===== src/rtl/serial_subtractor_32_pkg.sv =====
// ---------------------------------------------------------------------------
// sub_pkg -- shared definitions for the digit-serial subtractor.
//   state_e          : FSM encoding (IDLE / RUN / DONE)
//   num_slices()     : number of DIGIT-bit slices in a WIDTH-bit word
//   cnt_width()      : width of the slice counter (at least 1 bit)
// ---------------------------------------------------------------------------
package sub_pkg;

  typedef enum logic [1:0] {
    ST_IDLE = 2'd0,
    ST_RUN  = 2'd1,
    ST_DONE = 2'd2
  } state_e;

  function automatic int num_slices(input int width, input int digit);
    return width / digit;
  endfunction

  function automatic int cnt_width(input int n);
    return (n > 1) ? $clog2(n) : 1;
  endfunction

endpackage


===== src/rtl/serial_subtractor_32_if.sv =====
// ---------------------------------------------------------------------------
// serial_subtractor_32_if -- request/result bundle of the serial subtractor.
//   start, x, y          : request side (driven by the master)
//   busy, done, d, bout, ovf : status/result side (driven by the slave)
// ---------------------------------------------------------------------------
interface serial_subtractor_32_if #(
  parameter int WIDTH = 32
);
  logic             start;
  logic [WIDTH-1:0] x;
  logic [WIDTH-1:0] y;
  logic             busy;
  logic             done;
  logic [WIDTH-1:0] d;
  logic             bout;
  logic             ovf;

  modport master (output start, x, y, input busy, done, d, bout, ovf);
  modport slave  (input start, x, y, output busy, done, d, bout, ovf);
endinterface


===== src/rtl/serial_subtractor_32_digit_sub_slice.sv =====
// ---------------------------------------------------------------------------
// digit_sub_slice -- combinational DIGIT-bit subtract slice.
//   a, b : slice operands        cin  : incoming carry (1 = no borrow)
//   s    : a + ~b + cin (low DIGIT bits)   cout : carry out of the slice
// ---------------------------------------------------------------------------
module digit_sub_slice #(
  parameter int DIGIT = 4
) (
  input  logic [DIGIT-1:0] a,
  input  logic [DIGIT-1:0] b,
  input  logic             cin,
  output logic [DIGIT-1:0] s,
  output logic             cout
);
  logic [DIGIT:0] sum;

  assign sum  = {1'b0, a} + {1'b0, ~b} + {{DIGIT{1'b0}}, cin};
  assign s    = sum[DIGIT-1:0];
  assign cout = sum[DIGIT];
endmodule


===== src/rtl/serial_subtractor_32.sv =====
// ---------------------------------------------------------------------------
// serial_subtractor_32 -- multi-cycle d = x - y, one DIGIT-bit slice per clock,
// least-significant slice first.
//   clk   : rising-edge clock
//   rst_n : synchronous active-low reset
//   bus   : slave side of serial_subtractor_32_if
//           start/x/y in; busy (RUN), done (1-cycle pulse), d, bout, ovf out
// Results are held until the next accepted start.
// ---------------------------------------------------------------------------
module serial_subtractor_32
  import sub_pkg::*;
#(
  parameter int WIDTH = 32,
  parameter int DIGIT = 4
) (
  input  logic                  clk,
  input  logic                  rst_n,
  serial_subtractor_32_if.slave bus
);
  localparam int N  = num_slices(WIDTH, DIGIT);
  localparam int CW = cnt_width(N);

  state_e           state_q, state_d;
  logic [WIDTH-1:0] x_q, x_d;
  logic [WIDTH-1:0] y_q, y_d;
  logic [WIDTH-1:0] diff_q, diff_d;
  logic [CW-1:0]    cnt_q, cnt_d;
  logic             carry_q, carry_d;
  logic             bout_q, bout_d;
  logic             ovf_q, ovf_d;

  // Slice views of the captured operands, selected by the counter below.
  logic [DIGIT-1:0] x_slices [N];
  logic [DIGIT-1:0] y_slices [N];

  for (genvar gi = 0; gi < N; gi++) begin : g_slices
    assign x_slices[gi] = x_q[gi*DIGIT +: DIGIT];
    assign y_slices[gi] = y_q[gi*DIGIT +: DIGIT];
  end

  logic [DIGIT-1:0] s_sel;
  logic             cout_sel;

  digit_sub_slice #(.DIGIT(DIGIT)) u_slice (
    .a    (x_slices[cnt_q]),
    .b    (y_slices[cnt_q]),
    .cin  (carry_q),
    .s    (s_sel),
    .cout (cout_sel)
  );

  always_comb begin
    state_d = state_q;
    x_d     = x_q;
    y_d     = y_q;
    diff_d  = diff_q;
    cnt_d   = cnt_q;
    carry_d = carry_q;
    bout_d  = bout_q;
    ovf_d   = ovf_q;

    unique case (state_q)
      ST_IDLE, ST_DONE: begin
        if (bus.start) begin
          x_d     = bus.x;
          y_d     = bus.y;
          diff_d  = '0;
          cnt_d   = '0;
          carry_d = 1'b1;   // the "+1" of x + ~y + 1
          bout_d  = 1'b0;
          ovf_d   = 1'b0;
          state_d = ST_RUN;
        end else begin
          state_d = ST_IDLE;
        end
      end
      ST_RUN: begin
        for (int i = 0; i < N; i++) begin
          if (cnt_q == CW'(i)) diff_d[i*DIGIT +: DIGIT] = s_sel;
        end
        carry_d = cout_sel;
        cnt_d   = cnt_q + 1'b1;
        if (cnt_q == CW'(N-1)) begin
          // The top slice is being written now, so s_sel[DIGIT-1] is the
          // final sign bit of the difference.
          bout_d  = ~cout_sel;
          ovf_d   = (x_q[WIDTH-1] != y_q[WIDTH-1]) &&
                    (s_sel[DIGIT-1] != x_q[WIDTH-1]);
          cnt_d   = '0;
          state_d = ST_DONE;
        end
      end
      default: state_d = ST_IDLE;
    endcase
  end

  always_ff @(posedge clk) begin
    if (!rst_n) begin
      state_q <= ST_IDLE;
      x_q     <= '0;
      y_q     <= '0;
      diff_q  <= '0;
      cnt_q   <= '0;
      carry_q <= 1'b0;
      bout_q  <= 1'b0;
      ovf_q   <= 1'b0;
    end else begin
      state_q <= state_d;
      x_q     <= x_d;
      y_q     <= y_d;
      diff_q  <= diff_d;
      cnt_q   <= cnt_d;
      carry_q <= carry_d;
      bout_q  <= bout_d;
      ovf_q   <= ovf_d;
    end
  end

  assign bus.busy = (state_q == ST_RUN);
  assign bus.done = (state_q == ST_DONE);
  assign bus.d    = diff_q;
  assign bus.bout = bout_q;
  assign bus.ovf  = ovf_q;

endmodule


===== src/flat_wrapper.sv =====
// flat-port wrapper written by rule: the top's interface ports become plain ports
module serial_subtractor_32_flat import sub_pkg::*;
#(
  parameter int WIDTH = 32,
  parameter int DIGIT = 4
)
  (clk, rst_n, bus_start, bus_x, bus_y, bus_busy, bus_done, bus_d, bus_bout, bus_ovf);
  serial_subtractor_32_if #(.WIDTH(WIDTH)) bus_i ();
  input  logic clk;
  input  logic rst_n;
  input wire logic [$bits(bus_i.start)-1:0] bus_start;
  input wire logic [$bits(bus_i.x)-1:0] bus_x;
  input wire logic [$bits(bus_i.y)-1:0] bus_y;
  output wire logic [$bits(bus_i.busy)-1:0] bus_busy;
  output wire logic [$bits(bus_i.done)-1:0] bus_done;
  output wire logic [$bits(bus_i.d)-1:0] bus_d;
  output wire logic [$bits(bus_i.bout)-1:0] bus_bout;
  output wire logic [$bits(bus_i.ovf)-1:0] bus_ovf;
  assign bus_i.start = bus_start;
  assign bus_i.x = bus_x;
  assign bus_i.y = bus_y;
  assign bus_busy = bus_i.busy;
  assign bus_done = bus_i.done;
  assign bus_d = bus_i.d;
  assign bus_bout = bus_i.bout;
  assign bus_ovf = bus_i.ovf;
  serial_subtractor_32 #(.WIDTH(WIDTH), .DIGIT(DIGIT)) u_core (.clk(clk), .rst_n(rst_n), .bus(bus_i));
endmodule

===== config.mk =====
export PLATFORM = sky130hd
export DESIGN_NAME = serial_subtractor_32_flat
export DESIGN_NICKNAME = d
export VERILOG_FILES = /design/src/rtl/serial_subtractor_32_pkg.sv /design/src/rtl/serial_subtractor_32_if.sv /design/src/rtl/serial_subtractor_32_digit_sub_slice.sv /design/src/rtl/serial_subtractor_32.sv /design/src/flat_wrapper.sv
export SDC_FILE = /design/constraint.sdc
export NUM_CORES = 1
export LEC_CHECK = 0
export BUFFER_PORTS_ARGS = -buffer_cell sky130_fd_sc_hd__clkbuf_2
export CAP_MARGIN = 20
export CORE_UTILIZATION = 58
export CTS_CLUSTER_DIAMETER = 60
export DETAILED_ROUTE_END_ITERATION = 16
export GPL_ROUTABILITY_DRIVEN = 0
export GPL_TIMING_DRIVEN = 0
export HOLD_SLACK_MARGIN = 0.06
export PLACE_DENSITY = 0.87
export SYNTH_ARGS = -nofsm -noshare
export SYNTH_HDL_FRONTEND = slang
export SYNTH_SLANG_ARGS = --single-unit

===== constraint.sdc =====
create_clock -name clk -period 5.7 [get_ports clk]
set_input_delay 0.285 -clock clk [delete_from_list [all_inputs] [get_ports clk]]
set_output_delay 0.285 -clock clk [all_outputs]
set_load 0.01 [all_outputs]

After elaboration in Yosys (flattened, before gate mapping):

Index checks and enable logic that the tools add are counted.
W data, S select, Z words.

* add/sub/neg operators: 3
* magnitude comparators: 1
* equality and inequality tests: 20
* multiplexer cells: 29
* bitwise logic cells: 3
* reduce and logical (&&, ||, !) cells: 15

Operators with widths (count)
* $pmux W32 S2: 1
* $mux W4: 12
* $mux W32: 1
* $bmux W4 S3: 2
* $reduce_and A3 Y1: 8
* $ne A2 B1 Y1 const B: 8
* $eq A3 B3 Y1 const B: 4
* $eq A3 B2 Y1 const B: 2
* $mux W3: 2
* $pmux W1 S2: 3
* $pmux W3 S2: 1
* $add A4 B4 Y5: 1
* $add A5 B1 Y5: 1
* $mux W1: 5
* $ge A4 B4 Y1 const B: 1
* $not A3 Y4: 1
* $not A4 Y4: 1
* $pmux W2 S2: 1
* $reduce_and A2 Y1: 2
* $add A3 B1 Y3 const B: 1
* $eq A3 B1 Y1 const B: 1
* $logic_not A3 Y1: 1
* $eq A2 B1 Y1 const B: 1
* $eq A2 B2 Y1 const B: 1
* other kinds (8): 9

* bits in registers: 104
* logic and storage cells: 86

Longest topological paths before layout:

Gate-level depths: netlist of the first run.

* depth in word-level cells: 11
* mapped depth: 11
* gate-level depth less buffers: 9

Modules after synthesis:

A second synthesis of the first run with hierarchy kept.

* cells, all modules: 552
* area, all modules: 4664.5 µm²

By module, submodules not included
* serial_subtractor_32: instances 1, cells an instance 533, area each 4511.8 µm²
* digit_sub_slice: instances 1, cells an instance 19, area each 152.6 µm²

Worst setup path after synthesis of the first run:

No wires, ideal clock.

* path kind: register to register
* start point: register u_core.cnt_q[0]
* end point: register u_core.ovf_q, in the netlist u_core.bus.ovf
* arrival: 2.872 ns
* data required time: 5.578 ns
* setup slack: 2.706 ns
* stages on the path, launching flop included: 12
* path buffers: 3
* clock period less this slack: 2.994 ns
* cell sequence: dfxtp_1 -> buf_4 -> buf_2 -> mux4_2 -> nand2_1 -> nand2_1 -> ha_1 -> and3b_1 -> or3_1 -> buf_2 -> and4b_1 -> o311a_1

* longest elaborated chain between the ends: 11
* elaborated cells between the ends (all ways): 17
* classes of those cells: add/sub: 2; eq/ne: 3; mux: 8; bitwise: 2; reduce/logical: 2

Ends and longest elaborated chain
* from (decl): RTL line serial_subtractor_32.sv:27 `logic [CW-1:0] cnt_q, cnt_d;`
* from (signal assigned): RTL line serial_subtractor_32.sv:112 `cnt_q <= cnt_d;`
* $not A3 Y4 (not written as such): RTL line serial_subtractor_32.sv:45, serial_subtractor_32.sv:46
* $bmux W4 S3: RTL line serial_subtractor_32.sv:46 `.b (y_slices[cnt_q]),`
* $mux W4 (not written as such) (2 in a row): RTL line serial_subtractor_32.sv:46
* $not A4 Y4: RTL line serial_subtractor_32_digit_sub_slice.sv:17 `assign sum = {1'b0, a} + {1'b0, ~b} + {{DIGIT{1'b0}}, cin};`
* $add A4 B4 Y5: RTL line serial_subtractor_32_digit_sub_slice.sv:17
* $add A5 B1 Y5: RTL line serial_subtractor_32_digit_sub_slice.sv:17
* $ne A1 B1 Y1: RTL line serial_subtractor_32.sv:88 `(s_sel[DIGIT-1] != x_q[WIDTH-1]);`
* $logic_and A1 B1 Y1: RTL line serial_subtractor_32.sv:87 `ovf_d = (x_q[WIDTH-1] != y_q[WIDTH-1]) &&`
* $mux W1: RTL line serial_subtractor_32.sv:83 `if (cnt_q == CW'(N-1)) begin`
* $pmux W1 S2: RTL line serial_subtractor_32.sv:62 `unique case (state_q)`
* to (signal assigned): RTL line serial_subtractor_32.sv:115 `ovf_q <= ovf_d;`
* to (decl): RTL line serial_subtractor_32.sv:30 `logic ovf_q, ovf_d;`

Several ways; a longest one is shown, not always the timed one. The select of a mux whose other input is x is not followed.
A chain may end at the register's enable or synchronous reset.

Worst setup path in the final report of the first run:

* start point: register u_core.cnt_q[1]
* end point: register u_core.diff_q[14], in the netlist u_core.bus.d[14]

* longest elaborated chain between the ends: 9
* elaborated cells between the ends (all ways): 15
* classes of those cells: add/sub: 2; eq/ne: 2; mux: 8; bitwise: 2; reduce/logical: 1

Ends and longest elaborated chain
* $not A3 Y4 (not written as such): RTL line serial_subtractor_32.sv:45, serial_subtractor_32.sv:46
* $bmux W4 S3: RTL line serial_subtractor_32.sv:46
* $mux W4 (not written as such) (2 in a row): RTL line serial_subtractor_32.sv:46
* $not A4 Y4: RTL line serial_subtractor_32_digit_sub_slice.sv:17
* $add A4 B4 Y5: RTL line serial_subtractor_32_digit_sub_slice.sv:17
* $add A5 B1 Y5: RTL line serial_subtractor_32_digit_sub_slice.sv:17
* $mux W4: RTL line serial_subtractor_32.sv:79 `if (cnt_q == CW'(i)) diff_d[i*DIGIT +: DIGIT] = s_sel;`
* $pmux W32 S2: RTL line serial_subtractor_32.sv:62
* to (signal assigned): RTL line serial_subtractor_32.sv:111 `diff_q <= diff_d;`
* to (decl): RTL line serial_subtractor_32.sv:26 `logic [WIDTH-1:0] diff_q, diff_d;`

Several ways; a longest one is shown, not always the timed one. The select of a mux whose other input is x is not followed.

==> flow_metrics.py, run 1 <==
metrics = {
    "setup_path": {
        "endpoint_kind": "register",
        "startpoint": "u_core.cnt_q[1]$_SDFFE_PN0P_",
        "crit_type": "reg2reg",
        "reg2regPathDepth": 11,
        "critPathMaxFanout": 10,
        "r2r_end": "u_core.bus.d[14]$_SDFFE_PN0P_",
        "endpoint": "u_core.bus.d[14]$_SDFFE_PN0P_",
        "rrSetupSlack_ps": 1930,
        "reg2reg_from": "u_core.cnt_q[1]$_SDFFE_PN0P_",
        "start_kind": "register",
        "cp.arrival_ps": 4070,
        "required_ps": 6000,
    },
    "clock_tree": {
        "cts_setup_buffers": 0,
        "clkSinkCount": 104,
        "root_buffer": "clkbuf_8",
        "cts-buffers-inserted": 9,
        "clock_latency_ps": 370,
        "cts_resized": 0,
        "clk_pin_slew_worst_paths_ps": 100,
        "cts_buffer_depth": 2,
        "htreeDepth": 3,
        "hold_buffers": 0,
        "cts_tree": "yes",
    },
    "power_and_ir_drop": {
        "switching_share_pct": 27.0,
        "clockPowerShare_pct": 33.3,
        "power_leakage_nw": 2.35,
        "switching_power_mw": 0.418,
        "max-vdd-ir-drop_mv": 0.171,
        "p_comb_share_pct": 15.8,
        "pwr_density_cell_nw_per_um2": 278,
        "power.internal_mw": 1.13,
        "finalPower_mw": 1.55,
        "power_frac_seq_pct": 50.9,
    },
    "sta": {
        "setup_tns_ps": 0,
        "hold_viol": 0,
        "finalWorstPathRequiredPeriod_ps": 3770,
        "max-slew-margin-rel_pct": 51.6,
        "worst_pin_slew_ps": 722,
        "maxSlewViolCount": 0,
        "setup_violations": 0,
        "finClkSkew_ps": 9.98,
        "rsz0062_at_grt": "no",
        "fin_crit_sh_pct": 66.1,
        "fmax_mhz": 265,
    },
    "floorplan": {
        "top_level_ports": 103,
        "coreArea_um2": 7770,
        "die_width_um": 92.0,
        "die_area_um2": 8470,
        "die_h_um": 92.0,
        "placementRows": 32,
        "start_util_pct": 60.5,
    },
    "finish": {
        "nets": 716,
        "drive_gt1_share_pct": 23.3,
        "area_delta_synth_final_pct": 18.2,
        "post-route-util_pct": 71.5,
        "diodes": 0,
        "stdcell_area_um2": 5560,
        "final_cell_mix": "158 x nand2_1, 104 x dfxtp_1, 101 x clkbuf_2",
        "final_common_cell": "nand2_1",
    },
    "yosys": {
        "syn_area_per_cell_um2": 8.94,
        "synthXorXnorAreaFrac_pct": 0,
        "yosys.cell_types.count": 38,
        "synthArstFlopShare_pct": 0,
        "synth_nets": 604,
        "synth_edf_count": 0,
        "synth_cells": 526,
        "synth_top_family_by_area": "simple AND/OR/NAND/NOR gates",
        "synth-seq-cells": 104,
        "ys.flop_type": "dfxtp_1",
        "ys_warn_count": 0,
        "synth_fa_ha_area_share_pct": 3.25,
        "ys_seq_area_share_pct": 44.3,
        "synth_compound_area_share_pct": 15.0,
        "synthSimpleGateAreaFrac_pct": 22.5,
        "synthMuxAreaShare_pct": 10.9,
        "synth.cell_area_um2": 4700,
    },
    "detailed_routing": {
        "avgRoutedWirePerCell_um": 15.5,
        "met1Wirelength_um": 5150,
        "wl_met2_um": 5590,
        "top_layer_used": "met4",
        "num_vias": 4084,
        "drc_errors": 0,
        "drt_iter0_markers": 261,
        "route.detailed.vias_per_inst": 5.48,
        "firstDrtPassIters": 4,
        "detail-route-antenna-nets": 0,
        "wl_met3_um": 598,
        "totalWireLength_um": 11500,
    },
    "global_routing": {
        "grt_pass1_wl_um": 18800,
        "antenna_found_initial": 0,
        "groute.usage.overall_pct": 28.9,
        "grt_pass1_vias": 3967,
        "grt_max_degree": 17,
        "overflow": 0,
    },
    "min_path": {
        "hp-start": "bus_y[9]",
        "hp-class": "in2reg",
    },
    "placed_design": {
        "dp_hpwl_um": 8390,
        "place.port_buffers": 101,
        "place_area_um2": 5330,
    },
    "status": {
        "status": "finished clean",
    },
    "run": {
        "maxCapViolations": 0,
    },
}
flip-flops by register name (all words and copies together), names as in the netlist:
| register | flops |
|---|---|
| u_core.carry_q | 1 |
| u_core.bus.bout | 1 |
| u_core.bus.ovf | 1 |
| u_core.y_q | 32 |
| u_core.x_q | 32 |
| u_core.cnt_q | 3 |
| u_core.bus.d | 32 |
| u_core.state_q | 2 |
critical path, cell delays in order (launching register included):
cell      delay (ps)
dfxtp_1          370
buf_2            300
buf_1            560
mux4_2           410
nand2_1           90
nand2_1           70
fa_1             400
fa_1             390
and2b_1          180
nor3_2           590
nand2_1          130
a21boi_0         200
power by group through the flow:
stage	Combinational, mW	Clock (mW)	Sequential, mW
floorplan	0.155	0	0.802
global placement	0.232	0	0.801
detailed placement	0.241	0	0.804
CTS	0.242	0.508	0.787
global route	0.272	0.540	0.792
finish	0.244	0.514	0.788
synthesized netlist by cell type, drive strengths merged, types with 2 or more instances:
cell / count / area share [%]
o21ai: 15 / 1.6
dfxtp: 104 / 44
a31oi: 2 / 0.27
ha: 9 / 2.4
clkbuf: 20 / 1.6
a21boi: 72 / 11
a21oi: 4 / 0.43
nand4b: 2 / 0.37
nor2: 7 / 0.56
o31ai: 2 / 0.43
nor3: 2 / 0.32
mux2i: 15 / 3.2
fa: 2 / 0.85
buf: 18 / 1.9
and2: 13 / 1.7
mux4: 16 / 7.7
inv: 7 / 0.56
nor2b: 16 / 2.1
nand2: 158 / 13
o22ai: 2 / 0.27
nand3: 21 / 2.2
nand3b: 4 / 0.64
nand2b: 5 / 0.67
worst min path at each step:
| stage | end | slack [ps] | depth (start not counted) |
|---|---|---|---|
| finish | u_core.y_q[9]$_SDFFE_PN0P_ | 130 | 3 |
| global route | u_core.y_q[13]$_SDFFE_PN0P_ | 130 | 3 |
| CTS | u_core.y_q[9]$_SDFFE_PN0P_ | 130 | 3 |
| detailed placement | u_core.y_q[25]$_SDFFE_PN0P_ | 460 | 2 |
| global placement | u_core.x_q[4]$_SDFFE_PN0P_ | 450 | 2 |
| floorplan | u_core.x_q[0]$_SDFFE_PN0P_ | 430 | 2 |
area by class of cell:
type                    instances  area, um2
clock buffers                  11        141
flip-flops and latches        104       2080
plain buffers                  38        166
repair buffers                101        505
multi-input cells             377       2430
well taps                     102        128
clock inverters                 5       80.1
fillers                       624       2210
inverters                       7       26.3
kinds of logic after synthesis:
family	after synthesis
buffers and inverters	45
and+or+nand+nor	235
adders and majority gates	11
AOI/OAI and AO/OA	100
muxes	31
DFF	104
per-layer routing:
layer | GRT usage [%] | up-vias
met1 | 36.0 | 1936
met5 | 0 | -
li1 | - | 1999
met3 | 5.80 | 15
met4 | 10.7 | 0
met2 | 49.4 | 134
metrics by stage:
stage,instances,setup slack (ps),hold WS (ps)
final,745,1930,134
after global routing,745,1760,129
after CTS,745,2010,132
after detailed placement,729,2020,455
after global placement,729,2090,446
after floorplan,526,2710,430
Note: power is estimated with default switching activity, not from simulation.
==> run 2: changes to the inputs <==
--- a/config.mk
+++ b/config.mk
@@ -7,13 +7,13 @@
 export LEC_CHECK = 0
 export BUFFER_PORTS_ARGS = -buffer_cell sky130_fd_sc_hd__clkbuf_2
 export CAP_MARGIN = 20
-export CORE_UTILIZATION = 58
+export CORE_UTILIZATION = 54
 export CTS_CLUSTER_DIAMETER = 60
 export DETAILED_ROUTE_END_ITERATION = 16
 export GPL_ROUTABILITY_DRIVEN = 0
 export GPL_TIMING_DRIVEN = 0
 export HOLD_SLACK_MARGIN = 0.06
-export PLACE_DENSITY = 0.87
+export PLACE_DENSITY = 0.82
 export SYNTH_ARGS = -nofsm -noshare
 export SYNTH_HDL_FRONTEND = slang
 export SYNTH_SLANG_ARGS = --single-unit
==> constraint.sdc (replaced) <==
create_clock -name clk -period 3.6 [get_ports clk]
set_input_delay 0.18 -clock clk [delete_from_list [all_inputs] [get_ports clk]]
set_output_delay 0.18 -clock clk [all_outputs]
set_load 0.01 [all_outputs]
==> run 2 against run 1 <==
- sequential cell count did not move
- combinational power rose by 81%
- sequential share of layout area fell by 3.3 points
- clock-buffer cell count fell by 1
- final cell count rose by 7.7%
- setup slack got worse by 1700 ps
- global-route usage rose by 0.66 points
- worst hold slack got worse by 69 ps
- power rose by 57%
- highest routed layer unchanged
- critical endpoint is now u_core.bus.ovf$_SDFFE_PN0P_
==> flow_metrics.py, run 2 (same netlist as run 1, synthesis figures left out) <==
metrics = {
    "min_path": {
        "hp-class": "in2reg",
        "whs_endpoint": "u_core.y_q[3]$_SDFFE_PN0P_",
        "hp-start": "bus_y[3]",
        "whs_path_depth": 3,
    },
    "global_routing": {
        "grt_pass1_vias": 4318,
        "groute.usage.overall_pct": 29.5,
        "grt_max_degree": 19,
        "grt_pass1_wl_um": 20200,
        "antenna_found_initial": 0,
        "overflow": 0,
    },
    "floorplan": {
        "top_level_ports": 103,
        "start_util_pct": 56.4,
        "die_area_um2": 9080,
        "die_h_um": 95.3,
        "die_width_um": 95.3,
        "placementRows": 33,
        "coreArea_um2": 8340,
    },
    "setup_path": {
        "critPathMaxFanout": 10,
        "r2r_end": "u_core.bus.ovf$_SDFFE_PN0P_",
        "reg2regPathDepth": 10,
        "path_common_cell": "buf_2",
        "cp_slowest_stage_delay_ps": 580,
        "start_kind": "register",
        "endpoint_kind": "register",
        "worst_path_dominant_cell_family": "multiplexers",
        "cp.arrival_ps": 3600,
        "required_ps": 3860,
        "path_cells": "buf_4, buf_2, mux4_2, mux2i_1, fa_1, and3b_1, or3_1, buf_2, and4b_1, o311a_1",
        "reg2reg_from": "u_core.cnt_q[0]$_SDFFE_PN0P_",
        "slowest_stage": "mux4_2",
        "rrSetupSlack_ps": 260,
        "crit_type": "reg2reg",
        "path_buf_inv": 3,
    },
    "status": {
        "status": "finished clean",
    },
    "power_and_ir_drop": {
        "max-vdd-ir-drop_mv": 0.200,
        "power_leakage_nw": 2.58,
        "pwr_density_cell_nw_per_um2": 400,
    },
    "finish": {
        "seqCellArea_um2": 2080,
        "final_cells": 802,
        "fillers": 647,
        "diodes": 0,
        "multiInputGateArea_um2": 2430,
        "nets": 770,
        "area_delta_synth_final_pct": 29.5,
        "final_cell_mix": "158 x nand2_1, 104 x dfxtp_1, 101 x clkbuf_2",
        "final_common_cell": "nand2_1",
        "drive_gt1_share_pct": 21.5,
    },
    "clock_tree": {
        "clk_pin_slew_worst_paths_ps": 100,
        "clock_latency_ps": 380,
        "clkSinkCount": 104,
        "root_buffer": "clkbuf_8",
        "cts_buffer_depth": 2,
        "cts_tree": "yes",
        "htreeDepth": 3,
        "cts_setup_buffers": 0,
        "cts-buffers-inserted": 9,
    },
    "placed_design": {
        "dp_slack_ps": -198,
        "place.port_buffers": 101,
        "post-place-cells": 732,
        "dp_hpwl_um": 8400,
    },
    "sta": {
        "maxSlewViolCount": 0,
        "setup_tns_ps": 0,
        "worst_pin_slew_ps": 573,
        "finalWorstPathRequiredPeriod_ps": 3340,
        "fmax_mhz": 299,
        "rsz0062_at_grt": "no",
        "finClkSkew_ps": 12.3,
        "max-slew-margin-rel_pct": 61.7,
        "fin_crit_sh_pct": 92.8,
        "setup_violations": 0,
        "worst_hold_slack_ps": 65.6,
        "hold_viol": 0,
        "setup_ws_ps": 259,
    },
    "detailed_routing": {
        "drt_iter0_markers": 221,
        "drc_errors": 0,
        "firstDrtPassIters": 4,
        "route.detailed.vias_per_inst": 5.45,
        "avgRoutedWirePerCell_um": 15.7,
        "num_vias": 4368,
        "totalWireLength_um": 12600,
        "detail-route-antenna-nets": 0,
    },
    "run": {
        "maxCapViolations": 0,
    },
}
## run 2: area by class of cell
cell class              count  share of cell area, %
inverters                   7                  0.432
plain buffers              37                   2.67
well taps                 105                   2.16
clock inverters             6                   1.11
multi-input cells         377                   40.0
flip-flops and latches    104                   34.2
repair buffers            156                   17.4
clock buffers              10                   2.10
## run 2: worst reg2reg max path, cell delays in order (launching register included)
cell     delay, ps
dfxtp_1        380
buf_4          260
buf_2          360
mux4_2         580
mux2i_1        220
fa_1           240
and3b_1        190
or3_1          330
buf_2          160
and4b_1        220
o311a_1        290
## run 2: worst max-delay path by stage
stage                                             from                            end  slack, ps  cells after the start
after floorplan           u_core.cnt_q[0]$_SDFFE_PN0P_    u_core.bus.ovf$_SDFFE_PN0P_        610                     11
after global placement    u_core.cnt_q[1]$_SDFFE_PN0P_  u_core.bus.d[26]$_SDFFE_PN0P_        0.3                     11
after detailed placement  u_core.cnt_q[1]$_SDFFE_PN0P_  u_core.bus.d[18]$_SDFFE_PN0P_       -200                     11
after CTS                 u_core.cnt_q[0]$_SDFFE_PN0P_  u_core.bus.d[18]$_SDFFE_PN0P_        100                     10
after global routing      u_core.cnt_q[0]$_SDFFE_PN0P_    u_core.bus.ovf$_SDFFE_PN0P_         50                     10
final                     u_core.cnt_q[0]$_SDFFE_PN0P_    u_core.bus.ovf$_SDFFE_PN0P_        260                     10
## run 2: routing by layer
layer / wire length, um / share of wire (%) / global-route usage (%) / up-vias
met4: 295 / 2.3 / 14.3 / 0
met1: 5190 / 41 / 35.0 / 2089
met3: 764 / 6.1 / 4.39 / 25
met2: 6320 / 50 / 52.0 / 155
li1: - / - / - / 2099
met5: 0 / 0 / 0 / -
## run 2: where the power goes
part | switching [mW] | internal (mW) | total [mW]
sequential | 0.0352 | 1.21 | 1.25
combinational | 0.238 | 0.204 | 0.442
clock | 0.418 | 0.327 | 0.745
total | 0.691 | 1.74 | 2.43
## run 2: what timing repair did
action	4_1_cts	5_1_grt
setup endpoints to repair	8	9
hold endpoints to repair	55	0
cloned	0	0
resized for setup	0	2
pin swaps	0	0
hold buffers	55	0
## run 2: stage by stage
step                util (%)  total power [mW]  area, um2
floorplan                  -              1.52       4700
global placement        64.0              1.64       5340
detailed placement      64.0              1.65       5340
CTS                     72.9              2.42       6080
global route            73.0              2.53       6090
finish                  73.0              2.43       6090
